### src/rtl/wlo_pkg.sv
// Shared types and defaults for the word-length-optimisation sweep scheduler.
package wlo_pkg;

   localparam int         DEF_NUM_CHAN = 15;
   localparam int         DEF_WL_W     = 8;
   localparam int         DEF_MSE_W    = 64;
   localparam logic [7:0] DEF_FRAC     = 8'd16;

   typedef enum logic [2:0] {
      IDLE,
      STEP,
      FLUSH,
      MEASURE,
      DECIDE,
      NEXT,
      DONE
   } state_t;

   typedef logic [DEF_NUM_CHAN-1:0][DEF_WL_W-1:0] frac_vec_t;

   // Measurement counter holds at all-ones rather than wrapping.
   function automatic logic [15:0] sat_inc16(input logic [15:0] v);
      return (v == 16'hFFFF) ? v : v + 16'd1;
   endfunction

endpackage

### src/rtl/wlo_cycle_timer.sv
// Loadable down-counter with a zero flag; shared by the flush length and the watchdog.
module wlo_cycle_timer #(
   parameter int W = 8
) (
   input  logic         clk,
   input  logic         rst,
   input  logic         load_i,
   input  logic [W-1:0] load_val_i,
   input  logic         en_i,
   output logic         zero_o
);

   logic [W-1:0] count_q, count_d;

   // A load wins over counting; counting stops at zero.
   always_comb begin
      count_d = count_q;
      if (load_i) begin
         count_d = load_val_i;
      end else if (en_i && (count_q != '0)) begin
         count_d = count_q - W'(1);
      end
   end

   always_ff @(posedge clk or posedge rst) begin
      if (rst) begin
         count_q <= '0;
      end else begin
         count_q <= count_d;
      end
   end

   assign zero_o = (count_q == '0);

endmodule

### src/rtl/wlo_sweep_scheduler.sv
// Greedy per-channel word-length sweep: lower one bit, flush, measure, keep or restore.
// Optional measurement watchdog is built when WLO_TIMEOUT_EN is defined.
module wlo_sweep_scheduler
   import wlo_pkg::*;
#(
   parameter int NUM_CHAN    = DEF_NUM_CHAN,
   parameter int WL_W        = DEF_WL_W,
   parameter int FLUSH_CYC   = 32,
   parameter int MSE_W       = DEF_MSE_W,
   parameter int TIMEOUT_CYC = 1048576
) (
   input  logic                               clk,
   input  logic                               rst,
   input  logic                               go_i,
   input  logic [WL_W-1:0]                    init_frac_i,
   input  logic [WL_W-1:0]                    min_frac_i,
   input  logic [MSE_W-1:0]                   mse_threshold_i,
   input  logic [MSE_W-1:0]                   mse_data_i,
   input  logic                               mse_valid_i,
   output logic [NUM_CHAN-1:0][WL_W-1:0]      frac_wl_o,
   output logic                               dp_flush_o,
   output logic                               meas_start_o,
   output logic [$clog2(NUM_CHAN)-1:0]        chan_idx_o,
   output logic [15:0]                        eval_count_o,
   output logic                               busy_o,
   output logic                               done_o,
   output logic                               err_o
);

   localparam int CW   = $clog2(NUM_CHAN);
   localparam int TMAX = (FLUSH_CYC > TIMEOUT_CYC) ? FLUSH_CYC : TIMEOUT_CYC;
   localparam int TW   = $clog2(TMAX + 1);

   state_t                        state_q;
   logic [NUM_CHAN-1:0][WL_W-1:0] frac_q;
   logic [WL_W-1:0]               min_frac_q;
   logic [MSE_W-1:0]              thr_q;
   logic [CW-1:0]                 chan_q;
   logic [15:0]                   eval_q;
   logic                          dp_flush_q;
   logic                          meas_start_q;
   logic                          busy_q;
   logic                          done_q;
   logic                          pass_q;

   logic [WL_W-1:0]               cur_frac;
   logic                          step_done;
   logic                          timer_load;
   logic                          timer_en;
   logic                          timer_zero;
   logic [TW-1:0]                 timer_val;

   assign cur_frac  = frac_q[chan_q];
   assign step_done = (cur_frac <= min_frac_q);

   // The timer is loaded with N-1 so that the zero flag marks the N-th cycle of the phase.
   always_comb begin
      timer_load = 1'b0;
      timer_val  = '0;
      timer_en   = 1'b0;
      case (state_q)
         STEP: begin
            if (!step_done) begin
               timer_load = 1'b1;
               timer_val  = TW'(FLUSH_CYC - 1);
            end
         end
         FLUSH: begin
            timer_en = 1'b1;
`ifdef WLO_TIMEOUT_EN
            if (timer_zero) begin
               timer_load = 1'b1;
               timer_val  = TW'(TIMEOUT_CYC - 1);
            end
`endif
         end
`ifdef WLO_TIMEOUT_EN
         MEASURE: timer_en = 1'b1;
`endif
         default: ;
      endcase
   end

   wlo_cycle_timer #(
      .W (TW)
   ) u_timer (
      .clk        (clk),
      .rst        (rst),
      .load_i     (timer_load),
      .load_val_i (timer_val),
      .en_i       (timer_en),
      .zero_o     (timer_zero)
   );

`ifdef WLO_TIMEOUT_EN
   logic err_q;
   assign err_o = err_q;
`else
   assign err_o = 1'b0;
`endif

   // The accept/reject decision is registered while mse_data is valid, so DECIDE
   // does not depend on the collector holding its result.
   always_ff @(posedge clk or posedge rst) begin
      if (rst) begin
         state_q      <= IDLE;
         frac_q       <= {NUM_CHAN{WL_W'(DEF_FRAC)}};
         min_frac_q   <= '0;
         thr_q        <= '0;
         chan_q       <= '0;
         eval_q       <= '0;
         dp_flush_q   <= 1'b0;
         meas_start_q <= 1'b0;
         busy_q       <= 1'b0;
         done_q       <= 1'b0;
         pass_q       <= 1'b0;
`ifdef WLO_TIMEOUT_EN
         err_q        <= 1'b0;
`endif
      end else begin
         meas_start_q <= 1'b0;
         done_q       <= 1'b0;
         case (state_q)
            IDLE: begin
               if (go_i) begin
                  frac_q     <= {NUM_CHAN{init_frac_i}};
                  min_frac_q <= min_frac_i;
                  thr_q      <= mse_threshold_i;
                  chan_q     <= '0;
                  eval_q     <= '0;
                  busy_q     <= 1'b1;
`ifdef WLO_TIMEOUT_EN
                  err_q      <= 1'b0;
`endif
                  state_q    <= STEP;
               end
            end
            STEP: begin
               if (step_done) begin
                  state_q <= NEXT;
               end else begin
                  frac_q[chan_q] <= cur_frac - WL_W'(1);
                  dp_flush_q     <= 1'b1;
                  state_q        <= FLUSH;
               end
            end
            FLUSH: begin
               if (timer_zero) begin
                  dp_flush_q   <= 1'b0;
                  meas_start_q <= 1'b1;
                  state_q      <= MEASURE;
               end
            end
            MEASURE: begin
               if (mse_valid_i) begin
                  eval_q  <= sat_inc16(eval_q);
                  pass_q  <= (mse_data_i <= thr_q);
                  state_q <= DECIDE;
               end
`ifdef WLO_TIMEOUT_EN
               else if (timer_zero) begin
                  err_q          <= 1'b1;
                  frac_q[chan_q] <= cur_frac + WL_W'(1);
                  done_q         <= 1'b1;
                  busy_q         <= 1'b0;
                  state_q        <= DONE;
               end
`endif
            end
            DECIDE: begin
               if (pass_q) begin
                  state_q <= STEP;
               end else begin
                  frac_q[chan_q] <= cur_frac + WL_W'(1);
                  state_q        <= NEXT;
               end
            end
            NEXT: begin
               if (chan_q == CW'(NUM_CHAN - 1)) begin
                  done_q  <= 1'b1;
                  busy_q  <= 1'b0;
                  state_q <= DONE;
               end else begin
                  chan_q  <= chan_q + CW'(1);
                  state_q <= STEP;
               end
            end
            DONE: begin
               state_q <= IDLE;
            end
            default: begin
               state_q <= IDLE;
            end
         endcase
      end
   end

   assign frac_wl_o    = frac_q;
   assign dp_flush_o   = dp_flush_q;
   assign meas_start_o = meas_start_q;
   assign chan_idx_o   = chan_q;
   assign eval_count_o = eval_q;
   assign busy_o       = busy_q;
   assign done_o       = done_q;

endmodule

### config.mk
export PLATFORM = sky130hd
export DESIGN_NAME = wlo_sweep_scheduler
export DESIGN_NICKNAME = d
export VERILOG_FILES = /design/src/rtl/wlo_pkg.sv /design/src/rtl/wlo_cycle_timer.sv /design/src/rtl/wlo_sweep_scheduler.sv
export SDC_FILE = /design/constraint.sdc
export NUM_CORES = 1
export LEC_CHECK = 0
export ABC_AREA = 1
export ABC_CLOCK_PERIOD_IN_PS = 21300
export BUFFER_PORTS_ARGS = -buffer_cell sky130_fd_sc_hd__buf_2
export CELL_PAD_IN_SITES_DETAIL_PLACEMENT = 1
export CELL_PAD_IN_SITES_GLOBAL_PLACEMENT = 1
export CORE_MARGIN = 2
export CORE_UTILIZATION = 30
export CTS_BUF_LIST = sky130_fd_sc_hd__clkbuf_16
export CTS_CLUSTER_DIAMETER = 60
export DETAILED_ROUTE_END_ITERATION = 7
export HOLD_SLACK_MARGIN = 0.15
export PLACE_DENSITY_LB_ADDON = 0.25
export SYNTH_ARGS = -nofsm -noshare
export SYNTH_HDL_FRONTEND = slang
export SYNTH_SLANG_ARGS = --single-unit
### constraint.sdc
create_clock -name clk -period 21.3 [get_ports clk]
set_input_delay 4.26 -clock clk [delete_from_list [all_inputs] [get_ports clk]]
set_output_delay 4.26 -clock clk [all_outputs]
set_load 0.02 [all_outputs]
Yosys cells after proc, flatten, opt, wreduce, memory -nomap -nowiden:

Index checks and enable logic that the tools add are counted.

* bits in registers: 241
* input port bits: 148
* output and inout port bits: 145
* logic and storage cells: 109

* add/subtract/negate cells: 5
* magnitude comparators: 4
* equal/unequal tests: 15
* multiplexer cells: 41
* reduce and logical (&&, ||, !) cells: 18

Operator list (number)
* $mux W120: 3
* $pmux W120 S3: 1
* $bwmux W120: 2
* $le A64 B64 Y1: 1
* $mux W16: 3
* $mux W21: 2
* $bmux W8 S4: 1
* $demux W8 S4: 1
* $pmux W16 S2: 1
* $logic_not A21 Y1: 1
* $reduce_bool A21 Y1: 1
* $sub A21 B1 Y21 const B: 1
* $mux W3: 6
* $pmux W3 S6: 1
* $add A16 B1 Y16 const B: 1
* $eq A16 B16 Y1 const B: 1
* $mux W8: 2
* $ne A2 B2 Y1 const B: 8
* $reduce_and A3 Y1: 4
* $mux W1: 11
* $mux W5: 2
* $add A8 B1 Y8 const B: 1
* $le A8 B8 Y1: 1
* $mux W4: 2
* 16 further kinds: 25

Longest topological paths before layout:

Gate-level depths: netlist (run 1).

* depth after elaboration: 7
* depth in mapped cells: 25

Hierarchy:

A second synthesis (run 1) with hierarchy kept.

* cells, all modules: 2610
* area total of the unflattened synthesis: 17221.5 um^2

By module, submodules not included
* wlo_sweep_scheduler: times used 1, cells each 2345, area an instance 15532.4 um^2
* wlo_cycle_timer: times used 1, cells each 265, area an instance 1689.1 um^2

Least setup slack after synthesis (run 1):

Ideal clock, no wire load.

* path type: input port to flip-flop
* start: input port go_i
* end: register frac_q, in the netlist frac_wl_o[101]
* library setup time: 113 ps
* arrival: 5618 ps
* slack: 15569 ps
* stages: 10
* path buffers: 3
* cells stage by stage: or2_2 -> o21ai_0 -> a21oi_1 -> nand2_1 -> buf_2 -> buf_4 -> clkbuf_1 -> nand2_1 -> nand2_1 -> inv_1

* cells in the longest elaborated chain, start to end: 2

Ends and longest elaborated chain
* start, declared: RTL line wlo_sweep_scheduler.sv:14 `input logic go_i,`
* $ne A2 B2 Y1 (no line)
* $reduce_and A4 Y1 (no line)
* end signal, assigned: RTL line wlo_sweep_scheduler.sv:107 `frac_q <= {NUM_CHAN{WL_W'(DEF_FRAC)}};`
* end signal, assigned: RTL line wlo_sweep_scheduler.sv:126 `frac_q <= {NUM_CHAN{init_frac_i}};`
* end signal, assigned by index: RTL line wlo_sweep_scheduler.sv:142 `frac_q[chan_q] <= cur_frac - WL_W'(1);`
* end, declared: RTL line wlo_sweep_scheduler.sv:35 `logic [NUM_CHAN-1:0][WL_W-1:0] frac_q;`

No other way between the ends.
A chain may end at the register's enable or synchronous reset.

Worst setup path after layout (run 1):

* start: input port go_i
* end: register frac_q, in the netlist frac_wl_o[34]

The elaborated chain is that of the path after synthesis.

==> metrics.md, run 1 <==
| Metric | Value |
|---|---|
| Run status | `finished clean` |
| Sequential cell area fraction in the yosys report | `about 36%` |
| Reg clk slew, reported paths | `roughly 0.060 ns` |
| WP data required | `around 22 ns` |
| Worst path buffer plus inverter count | `3` |
| P_int | `1663 µW` |
| Combinational share of power | `59.3%` |
| Vias post-DR | `~18000` |
| Layout net count | `2951` |
| Number of detailed-routing iterations run before antenna repair | `6` |
| Period Utilization, post-route | `between 30% and 40%` |
| Avg Cell Area, Syn | `6.688 µm²` |
| Die Y | `between 200 and 250 µm` |
| Number of clock sinks | `around 240` |
| Post-synthesis cell count | `2488` |
| Hold path cells | `1` |
| Synthesized net count | `2716` |
| Signal arrival time at the worst endpoint | `6.85 ns` |
| Net switching fraction of the power | `a little over half` |
| Total setup buffers inserted after CTS | `0` |
| Top-level I/O count | `293` |
| Total clock buffers created by CTS | `38` |
| Biggest area consumer among synthesized cells | `sky130_fd_sc_hd__dfrtp_1` |
| Largest vdd supply drop | `0.07301 mV` |
| Die boundary width | `about 240 µm` |
| Post-CTS resize count | `0` |
| Final Instance Count excl. Fillers | `3510` |
| Number of global-route vias before repair | `around 19000` |
| Clock share of power | `between 10% and 20%` |
| Wire length of the first global-routing pass | `109.7 mm` |
| Number of slew-limit violations in the final report | `0` |
| Class of the tightest hold or removal check | `register to register` |
| Static leakage | `about 0.010 µW` |
| Worst R2R Path Depth | `17` |
| Final wirelength | `71.03 mm` |
| Kind of cell with the highest combined delay on the critical path | `simple AND/OR/NAND/NOR gates` |
| Core Box Area | `54990 µm²` |
| Initial standard-cell utilization of the core | `30.26%` |
| Critical Path Start Type | `primary input` |
| Grt peak-use layer | `met2` |
| Area enclosed by the die boundary | `57370 µm²` |
| Worst min-delay path startpoint | `u_timer.count_q[20]$_DFFE_PP0P_` |
| Hold-fix buffers, CTS | `0` |
| Leading cell types by total area after synthesis | `sky130_fd_sc_hd__dfrtp_1 (34%), sky130_fd_sc_hd__nand2_1 (17%), sky130_fd_sc_hd__nand3_1 (11%), sky130_fd_sc_hd__inv_1 (8.3%), sky130_fd_sc_hd__ha_1 (6.0%)` |
| Endpoint kind of the worst setup timing path | `register` |
| Num rows | `86` |
| Total setup violations reported at the end of the flow | `0` |
| Area overhead of the layout relative to synthesis | `20.26%` |
| Power Total | `3533 µW` |
| Share of async-settable or async-resettable flops after synthesis | `100.0%` |
| Transition at the pin with the smallest max-transition slack | `1.267 ns` |
| Final Critical Period | `between 6 and 7 ns` |
| Top FF cell, synth | `sky130_fd_sc_hd__dfrtp_1` |
| Cell repeated most along the worst path | `sky130_fd_sc_hd__o21ai_0` |
| Max Clock Freq | `approximately 160 MHz` |
| Post-synthesis cell type count | `49` |
| Reg2reg setup slack | `15.80 ns` |
| Commonest cells in the netlist | `sky130_fd_sc_hd__nand2_1 (760), sky130_fd_sc_hd__nand3_1 (377), sky130_fd_sc_hd__inv_1 (368)` |
| Grt met3 use | `4.933%` |
| Power per cell area | `176.6 nW/µm²` |
| Reg-to-reg critical path startpoint | `chan_idx_o[0]$_DFFE_PP0P_` |
| Met1 usage | `30.74%` |
| Remaining DRCs | `0` |
| Vias per inst | `approximately 5.2` |
| Count of routing violations after the opening detailed-route iteration | `1189` |
| Pin count of the biggest net entering global routing | `109` |
| Number of placed instances with taps included | `3431` |
| Worst setup skew after layout | `about 0.020 ns` |
| Power spent charging and discharging nets | `1870 µW` |
| Final GP Congestion | `around 0.8` |
| Critical Path Max Stage Delay | `0.60 ns` |
| CTS tree | `yes` |
| Critical-path maximum fanout | `65` |
| Post-Synthesis Cell Area | `16640 µm²` |
| H-Tree Depth | `2` |
| Worst slew margin | `15.00%` |
| Per-cell routed wire length | `20.24 µm` |
| Part of the power in registers | `22.8%` |
| Aggregate global-route resource usage | `24.86%` |
| Share of the synthesized area in the top cell type | `33.99%` |
| Post-synth EDFFs | `0` |
| HPWL reported at the end of detailed placement | `approximately 49 mm` |
| Setup repair after global routing missed its margin | `false` |
| Number of antenna violations at the first check in global routing | `13` |
| Global-route track usage on met2 | `41.92%` |
| Critical path cell sequence | `buf_2, or2_2, o21ai_0, a21oi_1, nand2_4, inv_2, nand2_1, o21ai_0, inv_1` |
| Count leader, synth | `sky130_fd_sc_hd__nand2_1` |
| Clk root buf | `sky130_fd_sc_hd__clkbuf_16` |
| Hold path endpoint | `meas_start_o$_DFF_PP0_` |
| Register bit total from synthesis | `241` |
| Buffers from clock root to sink, at most | `3` |
| Synthesis Warnings | `0` |
| Reported max-cap violation count | `0` |
| Routed Antenna Nets | `0` |
| Number of buffers inserted by port buffering | `~290` |
| Sum Neg Setup Slack | `0 ns` |
| Total count of hold-check failures in the final report | `0` |
| Clk Latency, worst-skew pair | `approximately 0.56 ns` |
| Worst r2r dst | `frac_wl_o[34]$_DFFE_PP0P_` |
| Global route total overflow | `0` |
| Critical path type | `primary input to register` |
| Fraction of layout cells with a size suffix above 1 | `~16%` |
| Slowest cell on crit path | `sky130_fd_sc_hd__inv_2` |
[layer usage]
| layer | part of all wire (%) | up-vias |
|---|---|---|
| met3 | 6.3 | 147 |
| met4 | 4.4 | 10 |
| met5 | 0.094 | - |
| li1 | - | 8442 |
| met2 | 47 | 555 |
| met1 | 42 | 8934 |
[placed cells by master, fill, tap and decap left out, types with 9 or more instances in the layout]
| cell | instances |
|---|---|
| sky130_fd_sc_hd__a21oi_1 | 78 |
| sky130_fd_sc_hd__a22oi_1 | 30 |
| sky130_fd_sc_hd__a31oi_1 | 14 |
| sky130_fd_sc_hd__buf_2 | 291 |
| sky130_fd_sc_hd__buf_4 | 29 |
| sky130_fd_sc_hd__clkbuf_16 | 38 |
| sky130_fd_sc_hd__clkinv_1 | 16 |
| sky130_fd_sc_hd__dfrtp_1 | 225 |
| sky130_fd_sc_hd__dfstp_2 | 15 |
| sky130_fd_sc_hd__diode_2 | 9 |
| sky130_fd_sc_hd__ha_1 | 80 |
| sky130_fd_sc_hd__inv_1 | 371 |
| sky130_fd_sc_hd__nand2_1 | 759 |
| sky130_fd_sc_hd__nand3_1 | 377 |
| sky130_fd_sc_hd__nand4_1 | 17 |
| sky130_fd_sc_hd__nor2_1 | 102 |
| sky130_fd_sc_hd__nor2_2 | 12 |
| sky130_fd_sc_hd__nor3_1 | 15 |
| sky130_fd_sc_hd__o211ai_1 | 9 |
| sky130_fd_sc_hd__o21ai_0 | 150 |
| sky130_fd_sc_hd__o21ai_1 | 21 |
| sky130_fd_sc_hd__or2_2 | 9 |
| sky130_fd_sc_hd__xor2_1 | 10 |
[sequential cells by signal, summed over array words and instances, names as in the netlist]
name             count
frac_wl_o          120
meas_start_o         1
thr_q               64
done_o               1
pass_q               1
busy_o               1
dp_flush_o           1
state_q              3
chan_idx_o           4
eval_count_o        16
min_frac_q           8
u_timer.count_q     21
[cell type report]
type / count / area, µm²
clock inverters: 32 / 290.3
diodes: 9 / 22.52
repair buffers: 320 / 1674
fillers: 7108 / 34970
inverters: 382 / 1446
flip-flops and latches: 241 / 6051
clock buffers: 38 / 950.9
well taps: 748 / 935.9
multi-input cells: 1740 / 8640
[cell families after synthesis]
logic type / Yosys count / share of synthesized area [%]
and+or+nand+nor: 1319 / 33.77
DFF: 241 / 36.36
AOI/OAI and AO/OA: 324 / 10.84
adders and majority gates: 80 / 6.015
buffers and inverters: 507 / 12.02
xor gates and xnor gates: 16 / 0.9775
other: 1 / 0.02254
[power by group through the flow]
stage               Sequential, µW  Clock (µW)  Combinational (µW)
finish                         807         630                2100
global route                   828         664                2380
CTS                            810         647                2100
detailed placement             816           0                2100
global placement               809           0                2010
floorplan                      914           0                1330
[how the worst max path moves through the flow]
stage / slack [ns] / to / depth (start not counted) / startpoint
finish: 14.88 / frac_wl_o[34]$_DFFE_PP0P_ / 9 / go_i
global placement: 14.44 / frac_wl_o[34]$_DFFE_PP0P_ / 9 / go_i
floorplan: 10.45 / busy_o$_DFFE_PP0P_ / 1 / rst
global route: 14.68 / frac_wl_o[2]$_DFFE_PP0P_ / 9 / go_i
CTS: 14.96 / frac_wl_o[2]$_DFFE_PP0P_ / 9 / go_i
detailed placement: 14.37 / frac_wl_o[2]$_DFFE_PP0P_ / 9 / go_i
[per-stage QoR]
step                      area (µm²)  utilization, %  hold slack (ns)  setup WS, ns
after floorplan                16640               -           0.4241         10.45
after global placement         18750           34.09           0.4696         14.44
after detailed placement       18750           34.09           0.4680         14.37
after CTS                      19990           36.35           0.4810         14.96
after global routing           20000           36.37           0.5158         14.68
final                          20010           36.39           0.4806         14.88
Power figures use the tool's default switching activity.
==> inputs of run 2 (changes only) <==
--- a/config.mk
+++ b/config.mk
@@ -5,8 +5,8 @@
 export SDC_FILE = /design/constraint.sdc
 export NUM_CORES = 1
 export LEC_CHECK = 0
-export ABC_AREA = 1
-export ABC_CLOCK_PERIOD_IN_PS = 21300
+export ABC_AREA = 0
+export ABC_CLOCK_PERIOD_IN_PS = 6000
 export BUFFER_PORTS_ARGS = -buffer_cell sky130_fd_sc_hd__buf_2
 export CELL_PAD_IN_SITES_DETAIL_PLACEMENT = 1
 export CELL_PAD_IN_SITES_GLOBAL_PLACEMENT = 1
==> constraint.sdc (replaced) <==
create_clock -name clk -period 6 [get_ports clk]
set_input_delay 1.2 -clock clk [delete_from_list [all_inputs] [get_ports clk]]
set_output_delay 1.2 -clock clk [all_outputs]
set_load 0.02 [all_outputs]
==> run 2 against run 1 <==
  * Non-clock buffer count fell by 13
  * Die area fell by 21%
  * Final area fell by 19%
  * Clock power rose to 3.1 times the previous value
  * Power rose to 2.8 times the previous value
  * Highest routed layer unchanged
  * Setup slack got worse by 14 ns
  * Critical endpoint is now frac_wl_o[15]$_DFFE_PP0P_
  * Combinational power rose by 140%
  * Wire length fell by 32%
  * Critical path type is now register to register
  * Area after synthesis fell by 21%
  * Cell count fell by 36%
  * Synthesized cell count fell by 45%
  * Sequential share of layout area rose by 7.1 points
==> metrics.md, run 2 <==
| Metric | Value |
|---|---|
| Commonest cells in the netlist | `sky130_fd_sc_hd__dfrtp_1 (226), sky130_fd_sc_hd__o21ai_0 (187), sky130_fd_sc_hd__nand2_1 (153) (was sky130_fd_sc_hd__nand2_1 (760), sky130_fd_sc_hd__nand3_1 (377), sky130_fd_sc_hd__inv_1 (368))` |
| HPWL reported at the end of detailed placement | `36.08 mm (was 48.52 mm)` |
| Total count of hold-check failures in the final report | `0 (unchanged)` |
| Most common library cell in the layout ignoring fill and taps | `sky130_fd_sc_hd__buf_2 (was sky130_fd_sc_hd__nand2_1)` |
| Number of fill cells | `5012 (was 7108)` |
| Endpoint kind of the worst setup timing path | `register (unchanged)` |
| Sequential Area | `6051 µm² (unchanged)` |
| Synthesis Warnings | `0 (unchanged)` |
| Number of clock sinks | `241 (unchanged)` |
| Post-synthesis cell type count | `74 (was 49)` |
| CTS tree | `yes (unchanged)` |
| Fraction of layout cells with a size suffix above 1 | `26.28% (was 16.16%)` |
| Total setup buffers inserted after CTS | `0 (unchanged)` |
| Clock share of power | `19.8% (was 17.8%)` |
| Period Utilization, post-route | `just over 80%` |
| Biggest area consumer among synthesized cells | `sky130_fd_sc_hd__dfrtp_1 (unchanged)` |
| Wire length of the first global-routing pass | `73.95 mm (was 109.7 mm)` |
| Area overhead of the layout relative to synthesis | `23.93% (was 20.26%)` |
| Total clock buffers created by CTS | `35 (was 38)` |
| Final GP Congestion | `0.8737 (was 0.8185)` |
| Aggregate global-route resource usage | `21.45% (was 24.86%)` |
| Num rows | `76 (was 86)` |
| Post-Synthesis Cell Area | `13070 µm² (was 16640 µm²)` |
| Reported max-cap violation count | `0 (unchanged)` |
| P_int | `5283 µW (was 1663 µW)` |
| Total non-filler cell area in the finished layout | `16200 µm² (was 20010 µm²)` |
| Total setup violations reported at the end of the flow | `0 (unchanged)` |
| Flip-flop count of the largest register after layout | `120 (unchanged)` |
| Reg clk slew, reported paths | `0.06 ns (about the same)` |
| Final wirelength | `48.03 mm (was 71.03 mm)` |
| Critical-path maximum fanout | `25 (was 65)` |
| Global route total overflow | `0 (unchanged)` |
| Power spent charging and discharging nets | `4693 µW (was 1870 µW)` |
| Number of slew-limit violations in the final report | `0 (unchanged)` |
| Area occupied by multi-input gates | `6377 µm² (was 8640 µm²)` |
| Max Clock Freq | `200.7 MHz` |
| Final Critical Period | `4.984 ns` |
| Sum Neg Setup Slack | `0 ns (unchanged)` |
| Combinational share of power | `50.1% (was 59.3%)` |
| Share of the synthesized area in the top cell type | `43.27% (was 33.99%)` |
| Number of detailed-routing iterations run before antenna repair | `5 (was 6)` |
| Power per cell area | `616.0 nW/µm² (was 176.6 nW/µm²)` |
| Clk Latency, worst-skew pair | `0.56 ns (about the same)` |
| Number of global-route vias before repair | `12324 (was 18900)` |
| Number of placed instances with taps included | `2184 (was 3431)` |
| Pin count of the biggest net entering global routing | `135 (was 109)` |
| Net switching fraction of the power | `47.05% (was 52.94%)` |
| Run status | `finished clean (unchanged)` |
| Vias per inst | `5.178 (was 5.153)` |
| Setup repair after global routing missed its margin | `false (unchanged)` |
| Top-level I/O count | `293 (unchanged)` |
| Routed Antenna Nets | `0 (unchanged)` |
| Per-cell routed wire length | `21.32 µm (was 20.24 µm)` |
| Avg Cell Area, Syn | `9.616 µm² (was 6.688 µm²)` |
| Critical Path Start Type | `register (was primary input)` |
| Buffers from clock root to sink, at most | `3 (unchanged)` |
| Register bit total from synthesis | `241 (unchanged)` |
| Count of routing violations after the opening detailed-route iteration | `904 (was 1189)` |
| Worst slew margin | `16.85% (was 15.00%)` |
| Number of buffers inserted by port buffering | `291 (unchanged)` |
| Area enclosed by the die boundary | `45250 µm² (was 57370 µm²)` |
| Hold-fix buffers, CTS | `0 (unchanged)` |
| Die Y | `212.7 µm (was 239.5 µm)` |
| Commonest cells after routing, fill and taps aside | `sky130_fd_sc_hd__buf_2 (291), sky130_fd_sc_hd__dfrtp_1 (225), sky130_fd_sc_hd__o21ai_0 (187), sky130_fd_sc_hd__nand2_1 (153), sky130_fd_sc_hd__a21oi_1 (128) (was sky130_fd_sc_hd__nand2_1 (759), sky130_fd_sc_hd__nand3_1 (377), sky130_fd_sc_hd__inv_1 (371), sky130_fd_sc_hd__buf_2 (291), sky130_fd_sc_hd__dfrtp_1 (225))` |
| Count leader, synth | `sky130_fd_sc_hd__dfrtp_1 (was sky130_fd_sc_hd__nand2_1)` |
| Leading cell types by total area after synthesis | `sky130_fd_sc_hd__dfrtp_1 (43%), sky130_fd_sc_hd__ha_1 (7.7%), sky130_fd_sc_hd__o21ai_0 (7.2%), sky130_fd_sc_hd__a21oi_1 (4.9%), sky130_fd_sc_hd__nand2_1 (4.4%) (was sky130_fd_sc_hd__dfrtp_1 (34%), sky130_fd_sc_hd__nand2_1 (17%), sky130_fd_sc_hd__nand3_1 (11%), sky130_fd_sc_hd__inv_1 (8.3%), sky130_fd_sc_hd__ha_1 (6.0%))` |
| Placed inst area | `15100 µm² (was 18750 µm²)` |
| Post-synth EDFFs | `0 (unchanged)` |
| Hold slack | `0.5118 ns (was 0.4806 ns)` |
| WP data required | `6.38 ns (was 21.74 ns)` |
| Remaining DRCs | `0 (unchanged)` |
| Share of async-settable or async-resettable flops after synthesis | `100.0% (unchanged)` |
| Synthesized net count | `1587 (was 2716)` |
| Final Instance Count excl. Fillers | `2253 (was 3510)` |
| Initial standard-cell utilization of the core | `30.34% (was 30.26%)` |
| Core Box Area | `43080 µm² (was 54990 µm²)` |
| Largest vdd supply drop | `0.2647 mV (was 0.07301 mV)` |
| Top FF cell, synth | `sky130_fd_sc_hd__dfrtp_1 (unchanged)` |
| Vias post-DR | `11666 (was 18088)` |
| Critical path type | `register to register (was primary input to register)` |
| Post-synthesis cell count | `1359 (was 2488)` |
| Transition at the pin with the smallest max-transition slack | `1.243 ns (was 1.267 ns)` |
| Static leakage | `0.007687 µW (was 0.01012 µW)` |
| Signal arrival time at the worst endpoint | `5.37 ns (was 6.85 ns)` |
| Clk root buf | `sky130_fd_sc_hd__clkbuf_16 (unchanged)` |
| Class of the tightest hold or removal check | `register to register (unchanged)` |
| Layout net count | `1864 (was 2951)` |
| Worst setup skew after layout | `0.03607 ns (was 0.01995 ns)` |
| Sequential cell area fraction in the yosys report | `46.29% (was 36.36%)` |
| Die boundary width | `212.7 µm (was 239.5 µm)` |
| Number of antenna violations at the first check in global routing | `6 (was 13)` |
| Part of the power in registers | `30.2% (was 22.8%)` |
| Share of the core filled with cells | `37.60% (was 36.39%)` |
| H-Tree Depth | `2 (unchanged)` |
| Post-CTS resize count | `0 (unchanged)` |
-- run 2: changes by cell type after synthesis, sizes merged, moves of 51 or more --
cell	before	now
a21oi	79	130
inv	373	87
o21ai	173	235
nand3	381	27
nand2	766	153
nor2	119	68
-- run 2: kinds of logic after synthesis --
group | share of synthesized area [%]
buffers and inverters | 4.978
adders and majority gates | 7.659
other | 0.02869
AOI/OAI and AO/OA | 20.34
DFF | 46.29
and+or+nand+nor | 12.62
muxes | 5.735
xor gates and xnor gates | 2.346
-- run 2: worst max-delay path: stages (launching register included) --
cell                       delay, ns
sky130_fd_sc_hd__dfrtp_2        0.84
sky130_fd_sc_hd__buf_4          0.28
sky130_fd_sc_hd__mux4_2         0.53
sky130_fd_sc_hd__a22o_1         0.21
sky130_fd_sc_hd__a221oi_2       0.29
sky130_fd_sc_hd__inv_1          0.20
sky130_fd_sc_hd__ha_1           0.33
sky130_fd_sc_hd__nor2b_1        0.13
sky130_fd_sc_hd__o21ai_0        0.15
sky130_fd_sc_hd__a21boi_0       0.13
sky130_fd_sc_hd__o21ai_0        0.39
sky130_fd_sc_hd__nor2_2         0.27
sky130_fd_sc_hd__a22oi_2        0.84
sky130_fd_sc_hd__o21ai_0        0.20
-- run 2: power by group through the flow --
stage               clock (µW)  sequential, µW  combinational, µW
floorplan                    0            3160               3070
global placement             0            3020               4860
detailed placement           0            3020               5010
CTS                       2030            3000               5030
global route              2090            3090               5540
finish                    1970            3010               4990
-- run 2: final timing paths --
path                       slack (ns)                     endpoint  cells after the start                      start
setup / recovery                 1.02    frac_wl_o[15]$_DFFE_PP0P_                     13  chan_idx_o[0]$_DFFE_PP0P_
hold / removal                   0.51    frac_wl_o[34]$_DFFE_PP0P_                      2  frac_wl_o[34]$_DFFE_PP0P_
setup reg to reg                 1.02    frac_wl_o[15]$_DFFE_PP0P_                     13  chan_idx_o[0]$_DFFE_PP0P_
hold reg to reg                  0.51    frac_wl_o[34]$_DFFE_PP0P_                      2  frac_wl_o[34]$_DFFE_PP0P_
max in group asynchronous        3.94    chan_idx_o[0]$_DFFE_PP0P_                      3                        rst
min in group asynchronous        0.80  eval_count_o[5]$_DFFE_PP0P_                      2                        rst
-- run 2: metrics by stage --
| stage | power [µW] | setup WS [ns] |
|---|---|---|
| after CTS | 10060 | 0.9957 |
| final | 9976 | 1.016 |
| after detailed placement | 8026 | 1.011 |
| after global placement | 7878 | 1.213 |
| after floorplan | 6234 | 1.650 |
| after global routing | 10720 | 0.6121 |
-- run 2: per-layer routing --
| layer | track usage (%) | vias to the layer above | share of wire, % |
|---|---|---|---|
| met5 | 0 | - | 0.027 |
| met4 | 7.138 | 2 | 2.3 |
| met3 | 4.133 | 72 | 5.2 |
| met2 | 35.14 | 321 | 48 |
| met1 | 28.49 | 5871 | 45 |
| li1 | - | 5400 | - |
-- run 2: area by class of cell --
class | instances | area share [%]
Timing Repair Buffer | 307 | 9.889
Clock inverter | 28 | 1.151
Multi-Input combinational cell | 963 | 39.38
Sequential cell | 241 | 37.36
Inverter | 88 | 2.063
Clock buffer | 36 | 5.562
Tap cell | 585 | 4.519
Antenna cell | 5 | 0.07726
